## src/rtl/cnt_pkg.sv

```systemverilog
// Shared constants and the BCD-to-7-segment decode for the push-button
// BCD counter.
//   BCD_W     : width of one BCD digit
//   FND_W     : width of one 7-segment digit, {g,f,e,d,c,b,a}
//   FND_BLANK : pattern shown for a non-BCD digit value
package cnt_pkg;
  localparam int         BCD_W     = 4;
  localparam int         FND_W     = 7;
  localparam logic [6:0] FND_BLANK = 7'h00;

  // Active-high segments; anything above 9 shows blank.
  function automatic logic [FND_W-1:0] bcd_to_fnd(input logic [BCD_W-1:0] d);
    logic [FND_W-1:0] seg;
    case (d)
      4'd0:    seg = 7'h3F;
      4'd1:    seg = 7'h06;
      4'd2:    seg = 7'h5B;
      4'd3:    seg = 7'h4F;
      4'd4:    seg = 7'h66;
      4'd5:    seg = 7'h6D;
      4'd6:    seg = 7'h7D;
      4'd7:    seg = 7'h07;
      4'd8:    seg = 7'h7F;
      4'd9:    seg = 7'h6F;
      default: seg = FND_BLANK;
    endcase
    return seg;
  endfunction
endpackage

```

## src/rtl/push_debounce.sv

```systemverilog
// Two-flop synchroniser plus debounce for one active-low push button.
//   i_Clk   : clock
//   i_Rst   : async active-low reset
//   i_Raw   : raw asynchronous button, active-low
//   o_Level : debounced stable level (1 = released)
//   o_Fall  : one-cycle pulse when the stable level goes 1->0 (press)
module push_debounce #(
  parameter int DB_CYCLES = 50000
) (
  input  logic i_Clk,
  input  logic i_Rst,
  input  logic i_Raw,
  output logic o_Level,
  output logic o_Fall
);
  localparam int CW = (DB_CYCLES > 2) ? $clog2(DB_CYCLES) : 1;
  localparam logic [CW-1:0] LAST = CW'(DB_CYCLES - 1);

  logic [1:0]    sync_q, sync_d;
  // Marks when sync_q[1] holds a real sample rather than its reset value.
  logic [1:0]    vld_q, vld_d;
  logic [CW-1:0] cnt_q, cnt_d;
  logic          level_q, level_d;
  logic          fall_q, fall_d;
  // Armed only after the button has been seen released (debounced) since
  // reset, so a button held through reset cannot fire an event.
  logic          arm_q, arm_d;
  logic          ref_lvl, differ;

  always_comb begin
    sync_d  = {sync_q[0], i_Raw};
    vld_d   = {vld_q[0], 1'b1};
    // While unarmed, compare against "pressed" so a sustained high sample
    // is what gets debounced and arms the button.
    ref_lvl = arm_q ? level_q : 1'b0;
    differ  = vld_q[1] && (sync_q[1] != ref_lvl);
    cnt_d   = '0;
    level_d = level_q;
    arm_d   = arm_q;
    fall_d  = 1'b0;
    if (differ) begin
      if (cnt_q == LAST) begin
        if (arm_q) begin
          level_d = sync_q[1];
          fall_d  = level_q & ~sync_q[1];
        end else begin
          arm_d = 1'b1;
        end
      end else begin
        cnt_d = cnt_q + 1'b1;
      end
    end
  end

  always_ff @(posedge i_Clk or negedge i_Rst) begin
    if (!i_Rst) begin
      sync_q  <= 2'b11;
      vld_q   <= 2'b00;
      cnt_q   <= '0;
      level_q <= 1'b1;
      fall_q  <= 1'b0;
      arm_q   <= 1'b0;
    end else begin
      sync_q  <= sync_d;
      vld_q   <= vld_d;
      cnt_q   <= cnt_d;
      level_q <= level_d;
      fall_q  <= fall_d;
      arm_q   <= arm_d;
    end
  end

  assign o_Level = level_q;
  assign o_Fall  = fall_q;
endmodule

```

## src/rtl/bcd_updown_counter.sv

```systemverilog
// DIGITS-digit BCD up/down counter driven by two debounced push buttons,
// with synchronous clamped load and wrap/saturate selection.
//   i_Clk, i_Rst : clock, async active-low reset
//   i_Push       : raw buttons, active-low; [1] up, [0] down
//   i_Load       : load strobe (highest priority), i_LoadVal BCD value
//   i_Sat        : 1 = saturate at 0 / all-9s, 0 = wrap
//   o_Cnt        : BCD count; o_Carry/o_Borrow wrap pulses
//   o_FND        : 7-segment pattern per digit
module bcd_updown_counter
  import cnt_pkg::*;
#(
  parameter int DIGITS    = 2,
  parameter int DB_CYCLES = 50000
) (
  input  logic                    i_Clk,
  input  logic                    i_Rst,
  input  logic [1:0]              i_Push,
  input  logic                    i_Load,
  input  logic [BCD_W*DIGITS-1:0] i_LoadVal,
  input  logic                    i_Sat,
  output logic [BCD_W*DIGITS-1:0] o_Cnt,
  output logic                    o_Carry,
  output logic                    o_Borrow,
  output logic [FND_W*DIGITS-1:0] o_FND
);
  logic [1:0] unused_lvl;
  logic       up_ev, dn_ev;

  push_debounce #(.DB_CYCLES(DB_CYCLES)) u_db_up (
    .i_Clk(i_Clk), .i_Rst(i_Rst), .i_Raw(i_Push[1]),
    .o_Level(unused_lvl[1]), .o_Fall(up_ev)
  );
  push_debounce #(.DB_CYCLES(DB_CYCLES)) u_db_dn (
    .i_Clk(i_Clk), .i_Rst(i_Rst), .i_Raw(i_Push[0]),
    .o_Level(unused_lvl[0]), .o_Fall(dn_ev)
  );

  logic [DIGITS-1:0][BCD_W-1:0] cnt_q, cnt_d, inc_v, dec_v, ld_v;
  logic [DIGITS:0]              inc_c, dec_b;
  logic                         carry_q, carry_d, borrow_q, borrow_d;
  logic                         at_max, at_min;

  assign inc_c[0] = 1'b1;
  assign dec_b[0] = 1'b1;

  // Per-digit ripple: a digit steps only when every lower digit rolls over.
  for (genvar k = 0; k < DIGITS; k++) begin : g_dig
    logic [BCD_W-1:0] ld_raw;
    assign ld_raw     = i_LoadVal[k*BCD_W +: BCD_W];
    assign ld_v[k]    = (ld_raw > 4'd9) ? 4'd9 : ld_raw;
    assign inc_v[k]   = !inc_c[k] ? cnt_q[k] :
                        (cnt_q[k] == 4'd9) ? 4'd0 : cnt_q[k] + 4'd1;
    assign dec_v[k]   = !dec_b[k] ? cnt_q[k] :
                        (cnt_q[k] == 4'd0) ? 4'd9 : cnt_q[k] - 4'd1;
    assign inc_c[k+1] = inc_c[k] & (cnt_q[k] == 4'd9);
    assign dec_b[k+1] = dec_b[k] & (cnt_q[k] == 4'd0);
    assign o_FND[k*FND_W +: FND_W] = bcd_to_fnd(cnt_q[k]);
  end

  // Ripple out of the top digit means the count sits at a bound; the
  // rippled value is already the wrapped value.
  assign at_max = inc_c[DIGITS];
  assign at_min = dec_b[DIGITS];

  always_comb begin
    cnt_d    = cnt_q;
    carry_d  = 1'b0;
    borrow_d = 1'b0;
    if (i_Load) begin
      cnt_d = ld_v;
    end else if (up_ev && !dn_ev) begin
      if (!(at_max && i_Sat)) begin
        cnt_d   = inc_v;
        carry_d = at_max;
      end
    end else if (dn_ev && !up_ev) begin
      if (!(at_min && i_Sat)) begin
        cnt_d    = dec_v;
        borrow_d = at_min;
      end
    end
  end

  always_ff @(posedge i_Clk or negedge i_Rst) begin
    if (!i_Rst) begin
      cnt_q    <= '0;
      carry_q  <= 1'b0;
      borrow_q <= 1'b0;
    end else begin
      cnt_q    <= cnt_d;
      carry_q  <= carry_d;
      borrow_q <= borrow_d;
    end
  end

  assign o_Cnt    = cnt_q;
  assign o_Carry  = carry_q;
  assign o_Borrow = borrow_q;
endmodule

```

## config.mk

```make
export PLATFORM = sky130hd
export DESIGN_NAME = bcd_updown_counter
export DESIGN_NICKNAME = d
export VERILOG_FILES = /design/src/rtl/cnt_pkg.sv /design/src/rtl/push_debounce.sv /design/src/rtl/bcd_updown_counter.sv
export SDC_FILE = /design/constraint.sdc
export NUM_CORES = 1
export LEC_CHECK = 0
export BUFFER_PORTS_ARGS = -buffer_cell sky130_fd_sc_hd__buf_4
export CORE_MARGIN = 3
export CORE_UTILIZATION = 55
export DETAILED_ROUTE_END_ITERATION = 10
export PLACE_DENSITY = 0.77
export SLEW_MARGIN = 20
export SYNTH_ARGS = -nofsm -noshare
export SYNTH_HDL_FRONTEND = slang
export SYNTH_SLANG_ARGS = --single-unit
```

## constraint.sdc

```tcl
create_clock -name i_Clk -period 4.7 [get_ports i_Clk]
set_input_delay 0.235 -clock i_Clk [delete_from_list [all_inputs] [get_ports i_Clk]]
set_output_delay 0.235 -clock i_Clk [all_outputs]
set_load 0.05 [all_outputs]
```

; ---- After elaboration in Yosys (flattened, before gate mapping)
; Memory sizes are Yosys's and may differ from the RTL's.
; Cells that the tools add are included.
; Widths: inputs -> output; s select.
[totals]
reg_bits = 56
romBits = 224
input_bits = 14
output_inout_bits = 24
wordCells = 91
n_memories = 2
[mem_list]
columns = memory, depth, width, read_ports, rd_ports_with_merged_regs, write_ports, line_no
row1 = (no name shown), 16, 7, 1, 0, 0, cnt_pkg.sv:14  ; case (d)
row2 = (no name shown), 16, 7, 1, 0, 0, cnt_pkg.sv:14
[classes]
n_addsub = 6
order_cmp = 2
eq_ne = 9
mux = 32
bitwise = 6
reduce_logical = 18
[ops]
columns = op, n
row1 = $mux 16, 4
row2 = $mux 8, 5
row3 = $add 16x1->16 const B, 2
row4 = $eq 16x16->1 const B, 2
row5 = $mux 4, 8
row6 = $mux 1, 15
row7 = $ne 3x3->1 const B, 3
row8 = $reduce_and 3->1, 3
row9 = $add 4x1->4 const B, 2
row10 = $eq 4x4->1 const B, 2
row11 = $gt 4x4->1 const B, 2
row12 = $logic_not 4->1, 2
row13 = $sub 4x1->4 const B, 2
row14 = $logic_and 1x1->1, 6
row15 = $reduce_bool 3->1, 2
row16 = $reduce_and 5->1, 1
row17 = $and 1x1->1, 4
row18 = $reduce_and 2->1, 2
row19 = $logic_not 1->1, 2
row20 = $ne 1x1->1, 2
row21 = $not 1->1, 2

; ---- Longest topological paths before layout
[depth]
ltp_word = 7
depth_mapped = 8
depth_no_buf = 7

; ---- By module
; A second synthesis with hierarchy kept.
[unflattened]
hier_cells = 360
hier_area_um2 = 3489.6
[modules_own_cells]
columns = module, n_inst, cells_each, area_per_inst_um2, seq_area_each_um2
row1 = push_debounce, 2, 97, 1093.5, 579.3
row2 = bcd_updown_counter, 1, 166, 1302.5, 250.2

; ---- Worst setup path before layout
; OpenSTA, ideal clock, no wires.
[synth_path]
path_kind = register -> output
from = register cnt_q, in the netlist o_Cnt[5]
to = output port o_FND[10]
arrival_ns = 2.470
required_ns = 4.465
slack_ns = 1.995
stages_incl_launch_ff = 6
path_cell_list = dfrtp_1 clkbuf_1 inv_1 ha_1 inv_1 o21ai_0
[synth_via]
elab_chain_cells = 1
[synth_rtl]
columns = element, line_no
row1 = "start, declared", bcd_updown_counter.sv:38  ; logic [DIGITS-1:0][BCD_W-1:0] cnt_q, cnt_d, inc_v, dec_v, ld_v;
row2 = "start signal, assigned", bcd_updown_counter.sv:90  ; cnt_q <= cnt_d;
row3 = $mem_v2 16x7, n/a
row4 = "end, declared", bcd_updown_counter.sv:24  ; output logic [FND_W*DIGITS-1:0] o_FND
; Every way passes these cells.

; ---- Worst setup path after layout
[layout_path]
from = register cnt_q, in the netlist o_Cnt[5]
to = register cnt_q, in the netlist o_Cnt[5]
[layout_via]
elab_chain_cells = 7
elab_cells_between_ends = 20
classes_between = add/sub (2) / eq/ne (3) / mux (9) / bitwise (2) / reduce/logical (4)
[layout_rtl]
columns = element, line_no
row1 = $sub 4x1->4 / $logic_not 4->1 (equally long branches), "bcd_updown_counter.sv:54, bcd_updown_counter.sv:56"
row2 = $mux 4, bcd_updown_counter.sv:54  ; (cnt_q[k] == 4'd0) ? 4'd9 : cnt_q[k] - 4'd1;
row3 = $mux 4, bcd_updown_counter.sv:53  ; assign dec_v[k] = !dec_b[k] ? cnt_q[k] :
row4 = $mux 8, bcd_updown_counter.sv:77  ; if (!(at_min && i_Sat)) begin
row5 = $mux 8, bcd_updown_counter.sv:76  ; end else if (dn_ev && !up_ev) begin
row6 = $mux 8, bcd_updown_counter.sv:71  ; end else if (up_ev && !dn_ev) begin
row7 = $mux 8, bcd_updown_counter.sv:69  ; if (i_Load) begin
; Parallel ways exist; a longest one is shown, timed or not. The select of a mux whose other input is x is not followed.
; A chain may end at the register's enable or synchronous reset.

==> flow_summary.toml <==
[outcome]
outcome = "finished, final reports clean"

[synth]
synth_compound_area_frac = 0.133
synth-adder-area-share = 0.0628
synth_ff_type = "dfrtp_1"
synth.avg_cell_area_um2 = 9.37
synthArstFlopShare = 1.00
yosys.area_share.simple = 0.233
ys_seq_area_frac = 0.427
synth_top_area_cell = "dfrtp_1"
synth-edff-count = 0
synthXorXnorAreaFrac = 0.0935
yosys-top-cells-area = "dfrtp_1 38%, ha_1 6.3%, nor2_1 6.0%"
synth_top_family_by_area = "simple AND/OR/NAND/NOR gates"
synth_top_area_share = 0.377
yosysUniqueCellTypes = 53
synth_seq_cells = 54
synth_area_um2 = 3190
yosys_warnings = 0
muxShareOfSynthArea = 0.0106
syn_inst = 340
synth_fp_nets = 370

[power_and_ir_drop]
pwr-share-comb = 0.470
power_density_nw_per_um2 = 451
irDropWorstVdd_mv = 0.437
power_frac_clock = 0.186
switching_share = 0.452
power.share.sequential = 0.344
p_int_mw = 0.891
leakagePower_nw = 1.56
p_switching_mw = 0.735
p_total_mw = 1.63

[cts]
cts_sinks = 54
cts_buffer_depth = 2
clk_pin_slew_ps = 90
cts-hold-fix-buffers = 1
post_cts_resized = 0
numCtsBuffers = 5
cts_max_level = 2
clock_latency_ps = 300
clock-root-buffer = "clkbuf_8"
post_cts_buffers = 0
cts_tree = "done"

[layout]
final_nets = 405
final_core_util = 0.652
diodes = 0
layout_commonest_cell = "nor2_1"
final_layout_size_suffix_gt1_frac = 0.168
synthToLayoutAreaGrowth_pct = 13.3
design_area_um2 = 3610
most-common-layout-cells = "51 x nor2_1, 48 x dfrtp_1, 37 x buf_4"
num-fill-cells = 471
final_cells = 448

[route]
drt-total-wl_um = 6070
wl_per_cell_um = 13.6
via_per_inst = 5.60
drt-initial-drc-count = 104
dr.pass1.iters = 4
ant_nets = 0
drc = 0
vias = 2508

[worst_setup_path]
cp-start-kind = "flip-flop"
worstSetupPathType = "flip-flop to flip-flop"
crit_arrival_ps = 2490
crit_path_max_fanout = 13
cp-end-kind = "flip-flop"
critPathRequiredTime_ps = 4900

[place]
placed_area_um2 = 3490
dp_hpwl_um = 4310
globalplace.congestion = 0.867
portBuffers = 37
post-place-ws_ps = 2450
place_inst = 439

[grt]
grt_pass1_vias = 2236
grt-ovfl-total = 0
grt_pass1_wl_um = 10100
grt_max_degree = 55
antenna_found_initial = 0
track_usage = 0.190

[sta]
fin_ws_ps = 2410
setup_tns_ps = 0
fin_crit_ps = 2290
rsz0062_at_grt = "no"
fin_worst_skew_ps = 10.4
fin_crit_sh = 0.487
hold_violations = 0
tightest_slew_ps = 666
hold_ws_ps = 35.7
timing.fmax_ghz = 0.437
setup_viol = 0
max-slew-margin-rel = 0.556
maxSlewViolCount = 0

[worst_hold_path]
min_path_type = "input port to flip-flop"

[floorplan]
fp.dieArea_um2 = 6740
core_area_um2 = 5540
chipWidth_um = 82.1
die_h_um = 82.1
io_pins = 38
start_util = 0.575
std_cell_rows = 27

[job]
cap_violations = 0
[cell usage after synthesis, drive strengths merged, types with 4 or more instances]
cell type   n
o21bai      4
dfstp       6
o21ai      25
nand2      26
xnor2      21
nand4       4
a311oi      4
o22ai       4
or3         4
inv        18
a21oi       6
nand3      20
dfrtp      48
ha         16
a21o        4
a31oi       5
xor2       13
nor4        6
nor2       51
buf         8
and3        4
nor4b       5
nor3b       5
nor3        9
[registers in the layout, summed over array words and instances (netlist names), 2 cells and up]
signal,count
u_db_dn.cnt_q,16
u_db_dn.vld_q,2
u_db_up.sync_q,2
u_db_dn.sync_q,2
u_db_up.cnt_q,16
o_Cnt,8
[power groups by stage]
stage / registers [mW] / clock network [mW] / logic (mW)
after floorplan: 0.596 / 0 / 0.531
after global placement: 0.565 / 0 / 0.757
after detailed placement: 0.567 / 0 / 0.766
after CTS: 0.557 / 0.310 / 0.768
after global routing: 0.569 / 0.327 / 0.821
final: 0.559 / 0.302 / 0.765
[routing by layer]
layer,up-vias,global-route usage,part of all wire
met2,55,0.323,0.46
met5,-,0,0
met1,1201,0.252,0.47
met4,0,0.0515,0.011
li1,1245,-,-
met3,7,0.0315,0.053
[worst paths after layout]
| path | from | to | slack, ps | cells past startpoint |
|---|---|---|---|---|
| setup / recovery | o_Cnt[5] | o_Cnt[5] | 2410 | 7 |
| hold / removal | i_Push[1] | u_db_up.sync_q[0] | 40 | 1 |
| setup reg to reg | o_Cnt[5] | o_Cnt[5] | 2410 | 7 |
| hold reg to reg | u_db_dn.vld_q[0] | u_db_dn.vld_q[1] | 350 | 0 |
| max in group asynchronous | i_Rst | u_db_up.cnt_q[13] | 3750 | 2 |
| min in group asynchronous | i_Rst | u_db_dn.cnt_q[13] | 500 | 2 |
[worst max-delay path, cell delays in order, from the launching register on]
cell      delay, ps
dfrtp_1         530
inv_1           160
ha_1            290
nor3b_4         390
a31oi_4         170
o311ai_4        400
a31oi_1          80
a21o_1          160
[cell type report]
type                       instances  area [um2]  area share
timing repair buffer              38         288      0.0797
inverter                          18        67.6      0.0187
clock inverter                     1        30.0     0.00832
multi-input combinational        258        1700       0.471
tap                               72        90.1      0.0250
clock buffer                       7        76.3      0.0211
sequential                        54        1360       0.376
[cells by family (layout without fill, tap and decap cells)]
logic type               count (synthesis)  count (layout)
multiplexers                             3               3
other                                    1               1
AO/OA/AOI/OAI                           60              60
buffers and inverters                   28              64
XOR/XNOR                                34              34
flip-flops                              54              54
AND/OR/NAND/NOR                        144             144
adder cells (fa/ha/maj)                 16              16
Power figures use the tool's default switching activity.
